**src/rtl/instruction_fetch_arbiter_pkg.sv**
```systemverilog
// Shared definitions for the instruction fetch arbiter: bus widths, arbiter
// status encodings and the line-alignment helper.
package instruction_fetch_arbiter_pkg;

    localparam int AddressBusWidth           = 32;
    localparam int InstructionCacheLineWidth = 128;

    typedef enum logic [1:0] {
        ArbStatus_Idle = 2'd0,
        ArbStatus_Busy = 2'd1,
        ArbStatus_Done = 2'd2
    } arb_status_e;

    localparam logic [AddressBusWidth-1:0] LineOffsetMask = 'hF;

    // Downstream fetches are always whole lines, so the byte offset is dropped.
    function automatic logic [AddressBusWidth-1:0] line_align(input logic [AddressBusWidth-1:0] addr);
        return addr & ~LineOffsetMask;
    endfunction

endpackage

```
**src/rtl/instruction_fetch_arbiter_if.sv**
```systemverilog
// Requester and downstream memory signals of the instruction fetch arbiter.
// Handshake: a requester raises RequestN with a stable AddressN and holds both
// until it sees WaitN=0 for one cycle, when Line carries its data; the arbiter
// holds MemRequest/MemAddress until it samples MemWait=0, when MemLine is taken.
interface instruction_fetch_arbiter_if;
    import instruction_fetch_arbiter_pkg::*;

    logic                                 Request0;
    logic [AddressBusWidth-1:0]           Address0;
    logic                                 Wait0;
    logic                                 Request1;
    logic [AddressBusWidth-1:0]           Address1;
    logic                                 Wait1;
    logic [InstructionCacheLineWidth-1:0] Line;
    logic                                 MemRequest;
    logic [AddressBusWidth-1:0]           MemAddress;
    logic                                 MemWait;
    logic [InstructionCacheLineWidth-1:0] MemLine;
    logic                                 Owner;
    arb_status_e                          ArbState;

    modport slave (
        input  Request0, Address0, Request1, Address1, MemWait, MemLine,
        output Wait0, Wait1, Line, MemRequest, MemAddress, Owner, ArbState
    );

    modport master (
        output Request0, Address0, Request1, Address1, MemWait, MemLine,
        input  Wait0, Wait1, Line, MemRequest, MemAddress, Owner, ArbState
    );

endinterface

```
**src/rtl/instruction_fetch_arbiter_select.sv**
```systemverilog
// Winner selection for the fetch arbiter. INSTRUCTION_FETCH_ARBITER_ROUND_ROBIN_EN
// selects round-robin on ties (ptr_i names the favoured requester); otherwise requester 0 wins.
module fetch_arb_select (
    input  logic [1:0] req_i,
    input  logic       ptr_i,
    output logic       grant_o
);

`ifdef INSTRUCTION_FETCH_ARBITER_ROUND_ROBIN_EN
    assign grant_o = (req_i == 2'b11) ? ptr_i : req_i[1];
`else
    logic unused_ptr;
    assign unused_ptr = ptr_i;
    assign grant_o    = req_i[1] & ~req_i[0];
`endif

endmodule

```
**src/rtl/instruction_fetch_arbiter.sv**
```systemverilog
// Two-requester instruction line fetch arbiter: IDLE/BUSY/DONE FSM and datapath.
// Tie-break policy comes from fetch_arb_select (INSTRUCTION_FETCH_ARBITER_ROUND_ROBIN_EN).
module instruction_fetch_arbiter
    import instruction_fetch_arbiter_pkg::*;
(
    input logic                        clock,
    input logic                        reset,
    instruction_fetch_arbiter_if.slave bus
);

    arb_status_e                          state_q, state_d;
    logic                                 mem_request_q, mem_request_d;
    logic [AddressBusWidth-1:0]           mem_address_q, mem_address_d;
    logic [InstructionCacheLineWidth-1:0] line_q, line_d;
    logic                                 owner_q, owner_d;
    logic                                 ptr_q, ptr_d;
    logic                                 grant;

    fetch_arb_select u_select (
        .req_i   ({bus.Request1, bus.Request0}),
        .ptr_i   (ptr_q),
        .grant_o (grant)
    );

    always_comb begin
        state_d       = state_q;
        mem_request_d = mem_request_q;
        mem_address_d = mem_address_q;
        line_d        = line_q;
        owner_d       = owner_q;
        ptr_d         = ptr_q;
        case (state_q)
            ArbStatus_Idle: begin
                if (!bus.MemWait && (bus.Request0 || bus.Request1)) begin
                    state_d       = ArbStatus_Busy;
                    mem_request_d = 1'b1;
                    mem_address_d = line_align(grant ? bus.Address1 : bus.Address0);
                    owner_d       = grant;
                    ptr_d         = ~grant;
                end
            end
            ArbStatus_Busy: begin
                // Requests are not looked at here: a dropped request still completes.
                if (!bus.MemWait) begin
                    state_d       = ArbStatus_Done;
                    mem_request_d = 1'b0;
                    line_d        = bus.MemLine;
                end
            end
            ArbStatus_Done: state_d = ArbStatus_Idle;
            default:        state_d = ArbStatus_Idle;
        endcase
    end

    always_ff @(posedge clock) begin
        if (reset) begin
            state_q       <= ArbStatus_Idle;
            mem_request_q <= 1'b0;
            mem_address_q <= '0;
            line_q        <= '0;
            owner_q       <= 1'b0;
            ptr_q         <= 1'b0;
        end else begin
            state_q       <= state_d;
            mem_request_q <= mem_request_d;
            mem_address_q <= mem_address_d;
            line_q        <= line_d;
            owner_q       <= owner_d;
            ptr_q         <= ptr_d;
        end
    end

    assign bus.Wait0      = bus.Request0 & ~((state_q == ArbStatus_Done) & ~owner_q);
    assign bus.Wait1      = bus.Request1 & ~((state_q == ArbStatus_Done) &  owner_q);
    assign bus.Line       = line_q;
    assign bus.MemRequest = mem_request_q;
    assign bus.MemAddress = mem_address_q;
    assign bus.Owner      = owner_q;
    assign bus.ArbState   = state_q;

endmodule

```
**src/flat_wrapper.sv**
```systemverilog
// flat-port wrapper written by rule: the top's interface ports become plain ports
module instruction_fetch_arbiter_flat import instruction_fetch_arbiter_pkg::*;
  (clock, reset, bus_Request0, bus_Address0, bus_Request1, bus_Address1, bus_MemWait, bus_MemLine, bus_Wait0, bus_Wait1, bus_Line, bus_MemRequest, bus_MemAddress, bus_Owner, bus_ArbState);
  instruction_fetch_arbiter_if bus_i ();
  input logic clock;
  input logic reset;
  input wire logic [$bits(bus_i.Request0)-1:0] bus_Request0;
  input wire logic [$bits(bus_i.Address0)-1:0] bus_Address0;
  input wire logic [$bits(bus_i.Request1)-1:0] bus_Request1;
  input wire logic [$bits(bus_i.Address1)-1:0] bus_Address1;
  input wire logic [$bits(bus_i.MemWait)-1:0] bus_MemWait;
  input wire logic [$bits(bus_i.MemLine)-1:0] bus_MemLine;
  output wire logic [$bits(bus_i.Wait0)-1:0] bus_Wait0;
  output wire logic [$bits(bus_i.Wait1)-1:0] bus_Wait1;
  output wire logic [$bits(bus_i.Line)-1:0] bus_Line;
  output wire logic [$bits(bus_i.MemRequest)-1:0] bus_MemRequest;
  output wire logic [$bits(bus_i.MemAddress)-1:0] bus_MemAddress;
  output wire logic [$bits(bus_i.Owner)-1:0] bus_Owner;
  output wire logic [$bits(bus_i.ArbState)-1:0] bus_ArbState;
  assign bus_i.Request0 = bus_Request0;
  assign bus_i.Address0 = bus_Address0;
  assign bus_i.Request1 = bus_Request1;
  assign bus_i.Address1 = bus_Address1;
  assign bus_i.MemWait = bus_MemWait;
  assign bus_i.MemLine = bus_MemLine;
  assign bus_Wait0 = bus_i.Wait0;
  assign bus_Wait1 = bus_i.Wait1;
  assign bus_Line = bus_i.Line;
  assign bus_MemRequest = bus_i.MemRequest;
  assign bus_MemAddress = bus_i.MemAddress;
  assign bus_Owner = bus_i.Owner;
  assign bus_ArbState = bus_i.ArbState;
  instruction_fetch_arbiter u_core (.clock(clock), .reset(reset), .bus(bus_i));
endmodule
```
**config.mk**
```make
export PLATFORM = sky130hd
export DESIGN_NAME = instruction_fetch_arbiter_flat
export DESIGN_NICKNAME = d
export VERILOG_FILES = /design/src/rtl/instruction_fetch_arbiter_pkg.sv /design/src/rtl/instruction_fetch_arbiter_if.sv /design/src/rtl/instruction_fetch_arbiter_select.sv /design/src/rtl/instruction_fetch_arbiter.sv /design/src/flat_wrapper.sv
export SDC_FILE = /design/constraint.sdc
export NUM_CORES = 1
export LEC_CHECK = 0
export ABC_AREA = 1
export CAP_MARGIN = 15
export CORE_AREA = 5 5 138 140
export CTS_CLUSTER_SIZE = 25
export DETAILED_ROUTE_END_ITERATION = 10
export DIE_AREA = 0 0 143 145
export PLACE_DENSITY_LB_ADDON = 0.05
export SLEW_MARGIN = 20
export SYNTH_ARGS = -nofsm -noshare
export SYNTH_HDL_FRONTEND = slang
export SYNTH_SLANG_ARGS = --single-unit
```
**constraint.sdc**
```tcl
create_clock -name clock -period 1.45 [get_ports clock]
set_clock_uncertainty 0.15 [all_clocks]
set_input_delay 0.145 -clock clock [delete_from_list [all_inputs] [get_ports clock]]
set_output_delay 0.145 -clock clock [all_outputs]
set_load 0.01 [all_outputs]
```
# Yosys cells after proc, flatten, opt, wreduce, memory -nomap -nowiden

Cells that the tools add are included.

Register bits after elaboration: 160
Input bits: 197

Mux-type cells: 7
Bitwise operators: 10
Reductions and logical operators: 9
Equality and inequality tests: 4

Operator list:

| cell                                                                    | count |
|---|---|
| 32-bit two-way mux                                                      | 1 |
| 2-bit AND reduction                                                     | 3 |
| 1-bit bitwise AND                                                       | 5 |
| 1-bit inverter                                                          | 5 |
| 2-bit two-way mux                                                       | 2 |
| 2-bit one-hot mux with 2 select lines                                   | 1 |
| 3-bit AND reduction                                                     | 1 |
| 2-bit by 1-bit == test with 1-bit output, second input constant         | 1 |
| 2-bit == test, second input constant                                    | 1 |
| 2-bit logical NOT                                                       | 1 |
| 1-bit two-way mux                                                       | 2 |
| 2-bit by 1-bit inequality test with 1-bit output, second input constant | 1 |
| 2-bit inequality test, second input constant                            | 1 |
| 1-bit one-hot mux with 2 select lines                                   | 1 |
| 2-bit nonzero test                                                      | 1 |
| 1-bit logical AND                                                       | 1 |
| 1-bit logical NOT                                                       | 1 |
| 1-bit logical OR                                                        | 1 |

# Longest topological paths before layout

Word-level depth: 4
Depth in mapped cells: 8
Depth with buffers taken out: 6

# Cells and area by module

From an unflattened synthesis, not the netlist that was laid out.

Cells, all modules: 813
Area, all modules: 6074.6 µm²

By module, submodules not included:

| module                    | cells an instance | times used | area each (µm²) | seq. area each (µm²) |
|---|---|---|---|---|
| instruction_fetch_arbiter | 811               | 1          | 6064.6          | 3223.1 |
| fetch_arb_select          | 2                 | 1          | 10.0            | 0.0 |

# Worst setup path before layout

No wires, ideal clock.

Path kind: register to register
Start point: register u_core.state_q[1] (netlist: u_core.bus.ArbState[1])
End point: register u_core.mem_address_q[23] (netlist: u_core.bus.MemAddress[23])
Period minus slack after synthesis: 1.339 ns
Data required time: 1.187 ns
Cell stages (with the launch flop): 7
Arrival time: 1.076 ns
Path slack: 0.111 ns
Cell sequence: dfxtp_1 nor2_4 nand3_2 buf_2 buf_4 nor2_1 nor2_1

Word-level cells in the longest chain between the ends: 2

Ends and longest elaborated chain:

| what                                 | RTL line                        | text |
|---|---|---|
| start, declared                      | instruction_fetch_arbiter.sv:11 | `arb_status_e state_q, state_d;` |
| start signal, assigned               | instruction_fetch_arbiter.sv:57 | `state_q <= ArbStatus_Idle;` |
| start signal, assigned               | instruction_fetch_arbiter.sv:64 | `state_q <= state_d;` |
| 2-bit logical NOT                    | instruction_fetch_arbiter.sv:32 | `case (state_q)` |
| 2-bit AND reduction (no source line) | n/a                             |  |
| end signal, assigned                 | instruction_fetch_arbiter.sv:66 | `mem_address_q <= mem_address_d;` |
| end, declared                        | instruction_fetch_arbiter.sv:13 | `logic [AddressBusWidth-1:0] mem_address_q, mem_address_d;` |

Every way passes these cells.
A chain may end at the register's enable or synchronous reset.

# Worst setup path in the final report

Start point: register u_core.state_q[0] (netlist: u_core.bus.ArbState[0])
End point: output bus_Wait1

Word-level cells in the longest chain between the ends: 4

Ends and longest elaborated chain:

| what              | RTL line                        | text |
|---|---|---|
| 2-bit == test     | instruction_fetch_arbiter.sv:74 | `assign bus.Wait1 = bus.Request1 & ~((state_q == ArbStatus_Done) & owner_q);` |
| 1-bit bitwise AND | instruction_fetch_arbiter.sv:74 |  |
| 1-bit inverter    | instruction_fetch_arbiter.sv:74 |  |
| 1-bit bitwise AND | instruction_fetch_arbiter.sv:74 |  |
| end, declared     | flat_wrapper.sv:14              | `output wire logic [$bits(bus_i.Wait1)-1:0] bus_Wait1;` |

Every way passes these cells.

==> metrics <==
post-route insts no fill roughly 1500; Netlist cell types 18; clk sinks 160; Fill cells 1715; synthesized area per cell slightly above 7 sq um; post-synthesis sequential area ratio 0.517; first-pass GRT wire length approximately 33 mm; Root Driver clkbuf_16; gr busiest metal met2; total CTS buffers 17; Initial DRC Count 220; Slew Limit Fails 0; worst-path fanout max 2; count of input and output buffers 350; power share of the combinational group 0.189; Net Sw Frac 0.266; Post-DP HPWL roughly 16 mm; share of the synthesized area in the top cell type 0.517; Compound-Gate Fraction of Synth Area 0.102; chip width 143 um; CTS tree yes; count leader, synth nor2_1; ANT cells 0; Post-synth top cells nor2_1 (305), dfxtp_1 (160), nand2_1 (131); Syn Inst Count between 800 and 900; core area about 0.018 sq mm; Clock Pin Slew Worst Setup and Hold Paths ~0.060 ns; Post-synth EDFFs 0; detailed-route via count 6487; row cnt about 50; area of the multi-input gates roughly 0.0026 sq mm; Synth Warn # 0; post-synthesis xor/xnor area fraction 0; Leakage Power 0.00516 uW; global routing met2 resource utilization 0.344; I/O pin count 363; DR vias/cell roughly 4.4; GP Congestion 0.813; Max H-tree Level 4; min Tclk post-route around 1.4 ns; grt total ovfl 0; Final Hold Viols 0; Wirelength per Cell approximately 15 um; status finished clean; area leader, netlist dfxtp_1; clk buf depth 2; mux contribution to synthesized area 0; sequential cell area roughly 0.0032 sq mm; initial antenna violation count 1; simple-gate portion of the synthesized area 0.299; layout cells sized above 1 0.0970; critical path endpoint category primary output; Worst VDD drop about 0.84 mV; Max Cap Viol 0; met3 usage 0.0813; largest family of logic cells by synthesized area simple AND/OR/NAND/NOR gates; cell-internal power roughly 8200 uW; CP arrival about 1.2 ns; Die Ht approximately 150 um; Cells after DPL around 1400; Total Power 11200 uW; vias in the first global route around 6100; setup repair after global routing missed its margin yes; fmax 692 MHz; GR Util met1 0.223; Seq pwr share 0.428; Synth Register Bits 160; fin crit share 0.997; DRC 0; CP startpoint kind flop; Post-CTS Hold Buffers 0; clock share of power 0.383; CP required roughly 1.2 ns; P per Cell Area approximately 1000 mW/mm^2; Clock Latency Late Sink 0.42 ns; ANT nets after route 0; pin count of the biggest net entering global routing 48; DRT Pass-1 Iters 4; setup slack, reg-to-reg 0.03 ns; area growth from synthesis to layout 73.7%; min-delay worst type in -> reg; Syn Std Cell Area about 0.0062 sq mm; asr flop ratio synth 0; post-synthesis adder-cell area fraction 0; die area ~0.021 sq mm; final WL about 22 mm; Synth Flop Type dfxtp_1; gr usage total 0.200; Starting Density 0.350; Synth area leaders dfxtp_1 (52%), nor2_1 (18%), nand2_1 (7.9%); Setup Crit Path Kind reg -> out; final setup fails 0; NumNets Final between 1000 and 1500; Net Switching 2970 uW
==> routing by layer <==
layer / vias to the layer above / wire (um)
li1: 3403 / -
met1: 2815 / 8000
met2: 233 / 11000
met3: 34 / 2240
met4: 2 / 493
met5: - / 13
==> logic make-up (layout without fill, tap and decap cells) <==
group,count (synthesis),in the layout
simple gates,475,475
flops,160,160
compound gates,126,126
buf+inv,100,472
other cells,1,4
==> area by class of cell <==
type | count | share of cell area
Timing Repair Buffer | 403 | 0.368
Multi-Input combinational cell | 605 | 0.241
Clock buffer | 19 | 0.0402
Tap cell | 229 | 0.0266
Sequential cell | 160 | 0.298
Clock inverter | 13 | 0.0117
Inverter | 37 | 0.0137
==> worst max-delay path, stage by stage, from the launching register on <==
cell     delay, ns
dfxtp_2       0.33
inv_2         0.07
nand2_4       0.05
o21ai_2       0.10
inv_1         0.06
buf_6         0.12
==> layout by cell type, fill, tap and decap left out, types with 5 or more instances in the layout <==
cell type / instances
buf_12: 14
buf_4: 29
buf_6: 8
clkbuf_16: 20
clkdlybuf4s50_1: 188
dfxtp_1: 157
dlygate4sd2_1: 158
inv_1: 33
inv_6: 5
nand2_1: 127
nand3_1: 35
nor2_1: 303
o21ai_0: 32
o21ai_1: 76
o21ai_2: 16
==> stage by stage <==
stage / util / hold slack (ns) / cell area (sq um) / setup TNS, ns / setup slack [ns]
2_1_floorplan: - / 0.0641 / 6210 / 0 / 0.111
3_3_place_gp: 0.572 / 0.299 / 10100 / -29.63 / -0.334
3_5_place_dp: 0.572 / 0.302 / 10100 / -34.31 / -0.375
4_1_cts: 0.595 / 0.0933 / 10500 / -0.0738 / -0.0311
5_1_grt: 0.608 / 0.107 / 10800 / -0.908 / -0.0678
6_report: 0.608 / 0.114 / 10800 / 0 / 0.00387
==> final timing paths <==
path,from,to,cells past startpoint
hold reg to reg,u_core.bus.MemRequest,u_core.bus.MemRequest,2
setup reg to reg,u_core.bus.ArbState[1],u_core.bus.MemAddress[11],6
hold / removal,bus_MemLine[104],u_core.bus.Line[104],3
setup / recovery,u_core.bus.ArbState[0],bus_Wait1,5
==> flip-flops by register name, indices dropped and copies added (netlist names) <==
| register | count |
|---|---|
| u_core.bus.ArbState | 2 |
| u_core.bus.Line | 128 |
| u_core.bus.MemAddress | 28 |
| u_core.bus.MemRequest | 1 |
| u_core.bus.Owner | 1 |
==> timing repair <==
action                                  in CTS  in global routing
resized for setup                          192                 90
endpoints found under the setup margin     164                128
buffers inserted                             2                  2
gates cloned                                 0                  3
pin swaps                                    2                  4
==> power groups by stage <==
stage	Combinational [uW]	Clock [uW]	Sequential (uW)
3_5_place_dp	2180	0	4900
5_1_grt	2330	4610	4820
6_report	2110	4280	4790
2_1_floorplan	733	0	5020
4_1_cts	2030	4410	4790
3_3_place_gp	2180	0	4890
Power figures use the tool's default switching activity.
